`config.mk`:
```
export PLATFORM = sky130hd
export DESIGN_NAME = elbeth_fetch_unit
export DESIGN_NICKNAME = d
export VERILOG_FILES = /design/src/rtl/elbeth_fetch_unit.sv
export SDC_FILE = /design/constraint.sdc
export NUM_CORES = 1
export LEC_CHECK = 0
export BUFFER_PORTS_ARGS = -buffer_cell sky130_fd_sc_hd__clkbuf_2
export CAP_MARGIN = 10
export CELL_PAD_IN_SITES_DETAIL_PLACEMENT = 0
export CELL_PAD_IN_SITES_GLOBAL_PLACEMENT = 1
export CORE_MARGIN = 8
export CORE_UTILIZATION = 30
export CTS_BUF_LIST = sky130_fd_sc_hd__clkbuf_8
export CTS_CLUSTER_DIAMETER = 120
export CTS_CLUSTER_SIZE = 16
export DETAILED_ROUTE_END_ITERATION = 12
export PLACE_DENSITY = 0.69
export SLEW_MARGIN = 5
export SYNTH_ARGS = -nofsm -noshare
export SYNTH_HDL_FRONTEND = slang
export SYNTH_SLANG_ARGS = --single-unit
```
`constraint.sdc`:
```
create_clock -name clk -period 4.8 [get_ports clk]
set_clock_uncertainty 0.05 [all_clocks]
set_input_delay 0.24 -clock clk [delete_from_list [all_inputs] [get_ports clk]]
set_output_delay 0.24 -clock clk [all_outputs]
set_load 0.02 [all_outputs]
```
`src/rtl/elbeth_fetch_unit.sv`:
```
// rtl/elbeth_fetch_unit.sv - instruction fetch unit with prefetch FIFO and redirect handling
//
// Purpose: issues one instruction-memory read at a time, buffers returned words
// in a small prefetch FIFO, and hands them to decode in fetch-address order.
// A redirect flushes the FIFO and restarts fetching at the new target; a
// response still in flight at redirect time is waited out and discarded.
//
// Ports:
//   clk, rst                 clock, asynchronous active-low reset
//   imem_en/imem_addr        memory request and byte address (held until imem_ready)
//   imem_rw/imem_out_data    write enables / write data, tied to zero (read-only port)
//   imem_in_data/imem_ready  read data and completion strobe
//   imem_error               access fault, qualified by imem_ready
//   redirect_valid/_pc       redirect pulse and target address
//   inst_valid/inst_ready    decode handshake
//   inst_data/_pc/_error     head entry (all zero while inst_valid=0)
//
// Build option: ELBETH_FETCH_ERR_EN enables fault reporting and the HALT state.

module elbeth_fetch_unit #(
  parameter logic [7:0] RESET_PC   = 8'h00,
  parameter int         FIFO_DEPTH = 2
) (
  input  logic        clk,
  input  logic        rst,
  output logic        imem_en,
  output logic [7:0]  imem_addr,
  output logic [3:0]  imem_rw,
  output logic [31:0] imem_out_data,
  input  logic [31:0] imem_in_data,
  input  logic        imem_ready,
  input  logic        imem_error,
  input  logic        redirect_valid,
  input  logic [7:0]  redirect_pc,
  output logic        inst_valid,
  input  logic        inst_ready,
  output logic [31:0] inst_data,
  output logic [7:0]  inst_pc,
  output logic        inst_error
);

  localparam int            AW      = $clog2(FIFO_DEPTH);
  localparam logic [AW:0]   DEPTH_C = (AW+1)'(FIFO_DEPTH);

  typedef enum logic [1:0] {S_IDLE, S_REQ, S_DROP, S_HALT} state_t;

  state_t        state_q, state_d;
  logic [7:0]    fetch_pc_q, fetch_pc_d;
  logic [7:0]    req_addr_q, req_addr_d;
  logic [AW:0]   count_q, count_d;
  logic [AW-1:0] wr_ptr_q, rd_ptr_q;
  logic          valid_q;
  logic          push, pop, err_bit;

  logic [31:0]   fifo_data [FIFO_DEPTH];
  logic [7:0]    fifo_pc   [FIFO_DEPTH];
  logic          fifo_err  [FIFO_DEPTH];

`ifdef ELBETH_FETCH_ERR_EN
  assign err_bit = imem_error;
`else
  logic unused_imem_error;
  assign unused_imem_error = imem_error;
  assign err_bit           = 1'b0;
`endif

  always_comb begin
    state_d    = state_q;
    fetch_pc_d = fetch_pc_q;
    req_addr_d = req_addr_q;
    count_d    = count_q;
    push       = 1'b0;
    pop        = 1'b0;
    if (redirect_valid) begin
      // Redirect wins over any same-cycle push or pop.
      count_d    = '0;
      fetch_pc_d = redirect_pc;
      case (state_q)
        S_REQ, S_DROP: begin
          if (imem_ready) begin
            state_d    = S_REQ;
            req_addr_d = redirect_pc;
          end else begin
            // Old request must still complete at its original address.
            state_d = S_DROP;
          end
        end
        default: begin
          state_d    = S_REQ;
          req_addr_d = redirect_pc;
        end
      endcase
    end else begin
      push    = (state_q == S_REQ) && imem_ready;
      pop     = valid_q && inst_ready;
      count_d = count_q + (AW+1)'(push) - (AW+1)'(pop);
      case (state_q)
        S_IDLE: begin
          if (count_q < DEPTH_C) begin
            state_d    = S_REQ;
            req_addr_d = fetch_pc_q;
          end
        end
        S_REQ: begin
          if (imem_ready) begin
            fetch_pc_d = fetch_pc_q + 8'd4;
`ifdef ELBETH_FETCH_ERR_EN
            if (imem_error) begin
              state_d = S_HALT;
            end else
`endif
            if (count_d < DEPTH_C) begin
              req_addr_d = fetch_pc_q + 8'd4;
            end else begin
              state_d = S_IDLE;
            end
          end
        end
        S_DROP: begin
          if (imem_ready) begin
            state_d    = S_REQ;
            req_addr_d = fetch_pc_q;
          end
        end
        default: ;
      endcase
    end
  end

  always_ff @(posedge clk or negedge rst) begin
    if (!rst) begin
      state_q    <= S_IDLE;
      fetch_pc_q <= RESET_PC;
      req_addr_q <= RESET_PC;
      count_q    <= '0;
      wr_ptr_q   <= '0;
      rd_ptr_q   <= '0;
      valid_q    <= 1'b0;
    end else begin
      state_q    <= state_d;
      fetch_pc_q <= fetch_pc_d;
      req_addr_q <= req_addr_d;
      count_q    <= count_d;
      valid_q    <= (count_d != '0);
      if (redirect_valid) begin
        wr_ptr_q <= '0;
        rd_ptr_q <= '0;
      end else begin
        if (push) wr_ptr_q <= wr_ptr_q + AW'(1);
        if (pop)  rd_ptr_q <= rd_ptr_q + AW'(1);
      end
    end
  end

  // Storage needs no reset: every read is masked by valid_q.
  always_ff @(posedge clk) begin
    if (push) begin
      fifo_data[wr_ptr_q] <= imem_in_data;
      fifo_pc[wr_ptr_q]   <= req_addr_q;
      fifo_err[wr_ptr_q]  <= err_bit;
    end
  end

  assign imem_en       = (state_q == S_REQ) || (state_q == S_DROP);
  assign imem_addr     = req_addr_q;
  assign imem_rw       = 4'b0000;
  assign imem_out_data = 32'h0;
  assign inst_valid    = valid_q;
  assign inst_data     = valid_q ? fifo_data[rd_ptr_q] : 32'h0;
  assign inst_pc       = valid_q ? fifo_pc[rd_ptr_q]   : 8'h0;
  assign inst_error    = valid_q ? fifo_err[rd_ptr_q]  : 1'b0;

endmodule

```
==> flow_summary.toml <==
[cts]
clock-root-buffer = "clkbuf_8"
ctsResizeCount = 0
clock_sink_count = 103
htree_levels = 3
post-cts-setup-buffer-count = 0
clkLatencyLatePin_ps = 360
number_of_buffers_between_clock_root_and_the_deepest_sink = 2
numCtsBuffers = 9
cts.reportedPaths.clkPinSlew_ps = 90
tritoncts = "yes"

[die]
fp.coreArea_um2 = 15700
fp-row-count = 46
floorplan.die_area_um2 = 20100
initial_utilization_pct = 30.3
die_width_um = 142
die_h_um = 142
ioPinCount = 133

[setup_path]
worst_setup_path_start_kind = "flip-flop"
crit_fanout = 13
crit_required_ps = 5010
critical_path.endpoint_type = "flip-flop"
data_arrival_critical_path_ps = 3570
critPathKind = "flip-flop to flip-flop"

[detailed_routing]
vias_per_cell = 4.05
detail-route-antenna-nets = 0
routed-wl-met3_um = 652
drt_first_iter_violations = 156
detail_route.wl_per_cell_um = 14.9
detail_route.first_pass.iterations = 4
via_count = 2694
highest-signal-layer = "met4"
drt-total-wl_um = 9920
met2_wirelength_um = 4720
met1_length_um = 4400
remaining_drc_errors = 0

[synth]
synth.lib_cells_used.distinct = 41
ys_seq_elements = 103
post_synth.cell_area_avg_um2 = 14.7
yosysSeqAreaShare_pct = 62.7
post_synth_inst_count = 322
synthFlopType = "edfxtp_1"
post_synth_instance_area_um2 = 4750
post_synth_edffs = 80
yosysWarnings = 0
synthArstFlopShare_pct = 22.3

[run_status]
status = "finished, final reports clean"

[pwr]
cellPowerDensity_nw_per_um2 = 496
netSwitchingPower_uw = 1040
share_comb_of_total_power_pct = 39.2
switching_share_of_power_pct = 36.4
p_total_uw = 2850
p_int_uw = 1810
clkPwrFrac_pct = 16.9
ir_worst_vdd_mv = 0.174
p_leak_uw = 0.00227
sequentialPowerShare_pct = 43.9

[run]
timing.max_cap.violations = 0

[sta]
whs_ps = 36.5
fmaxAchievable_mhz = 298
maxSlewViolCount = 0
rsz0062_at_grt = "false"
final.period_utilization_pct = 70.0
layout_min_cycle_time_ps = 3360
finalSetupTns_ps = 0
timing.final.hold_violations = 0
worst_slew_pin_slew_ps = 1030
setup-violations-final = 0
max-slew-margin-rel_pct = 31.5

[cells_and_area]
final_layout_size_suffix_gt1_share_pct = 30.5
flow.area_growth_from_synthesis_pct = 21.1
antenna_cells = 0
utilization_pct = 36.7
num-nets-final = 496

[global_routing]
wire_length_of_the_first_global_routing_pass_um = 15400
grt_pass1_vias = 2890
antenna_found_initial = 0
grt_max_degree = 43
globalRouteTotalUtil_pct = 9.97
globalRoute.totalOverflow = 0

[placed_design]
finalWeightedCongestion = 0.757
place_hpwl_um = 6730
port-buffer-count = 94

[worst_hold_path]
class_of_the_worst_hold_path = "input pin to flip-flop"
==> path summary, 6_finish.rpt <==
kind                                  from              end  slack (ps)  cells after the start
min in group asynchronous              rst    fetch_pc_q[4]         360                      2
min reg2reg                  fetch_pc_q[0]    fetch_pc_q[0]         460                      1
min                        imem_in_data[8]  fifo_data[0][8]          40                      1
max in group asynchronous              rst         rd_ptr_q        3910                      2
max                             state_q[1]     imem_addr[1]        1440                     11
max reg2reg                     state_q[1]     imem_addr[1]        1440                     11
==> registers in the layout (all words and copies together), names as in the netlist, 2 cells and up <==
| register | cells |
|---|---|
| count_q | 2 |
| fetch_pc_q | 8 |
| fifo_data | 64 |
| fifo_pc | 16 |
| imem_addr | 8 |
| state_q | 2 |
==> cells in the final DEF (no fill, tap or decap), types with 2 or more instances in the layout <==
cell           Yosys  layout
nor3_2             1       2
inv_1              3       6
buf_4             38       3
nand2_1            4       4
conb_1             1      37
nand3b_1           2       2
dfrtp_1           23      22
xnor2_1           11      11
mux2i_1           43      43
mux2_2            10      10
clkbuf_8           1      10
mux2_4             8       8
ha_1               6       6
clkinv_1           1       2
clkbuf_2           0      94
a21oi_1            4       4
nand3_1            2       2
and2_1             2       2
nand4_1            4       4
nor2b_1           41      41
dlygate4sd3_1      0      31
nor2_1             6       6
edfxtp_1          80      80
==> power groups by stage <==
| stage | Clock (µW) | Sequential (µW) | Combinational, µW |
|---|---|---|---|
| 2_1_floorplan | 0 | 1280 | 839 |
| 3_3_place_gp | 0 | 1270 | 1100 |
| 3_5_place_dp | 0 | 1270 | 1120 |
| 4_1_cts | 506 | 1260 | 1140 |
| 5_1_grt | 544 | 1270 | 1220 |
| 6_report | 482 | 1250 | 1120 |
==> metrics by stage <==
stage | cell area (µm²) | setup WS, ps | std cells
6_report | 5750 | 1440 | 665
5_1_grt | 5750 | 1210 | 665
4_1_cts | 5750 | 1390 | 665
3_5_place_dp | 5280 | 1400 | 618
3_3_place_gp | 5280 | 1520 | 618
2_1_floorplan | 4880 | 353 | 358
==> worst max-delay path, cell delays in order, from the launching register on <==
cell and delay, ps:
dfrtp_1 390, inv_1 100, ha_1 500, and2_1 350
inv_2 120, ha_1 310, inv_1 60, ha_1 170
xor2_2 200, mux2i_1 210, a211o_1 440, mux2_4 340
==> cells by family after synthesis <==
group / count (synthesis) / share of synthesized area (%)
DFF: 103 / 62.7
and+or+nand+nor: 68 / 8.59
muxes: 61 / 14.0
buffers and inverters: 58 / 8.38
xor gates and xnor gates: 13 / 2.56
AOI/OAI and AO/OA: 12 / 2.13
adders and majority gates: 6 / 1.58
other: 1 / 0.0790
==> synthesized netlist by cell type, drive strengths merged, types with 4 or more instances <==
cell type  count  area (µm²)
edfxtp        80        2400
mux2          18         233
ha             6        75.1
nor2           6        22.5
xnor2         11        96.3
buf           45         339
clkbuf         8        40.0
mux2i         43         430
a21oi          4        20.0
dfrtp         23         576
inv            4        15.0
nand4          4        25.0
nor2b         41         257
nand2          4        15.0
==> per-layer routing <==
metal  GRT usage (%)  vias up
met5               0        -
met4            3.73        0
met3            3.53       11
met2            16.0       77
met1            12.1     1297
li1                -     1309
==> repair_timing <==
action,in CTS,in global routing
hold buffers,31,0
setup endpoints to repair,0,0
endpoints found under the hold margin,82,0
==> cell type report <==
class / count / area, µm²
Clock buffer: 10 / 138
Clock inverter: 6 / 28.8
Fill cell: 1547 / 9900
Inverter: 5 / 18.8
Multi-Input combinational cell: 197 / 1510
Sequential cell: 103 / 2980
Tap cell: 216 / 270
Timing Repair Buffer: 128 / 803
No activity file was read; power rests on OpenSTA's default activity.
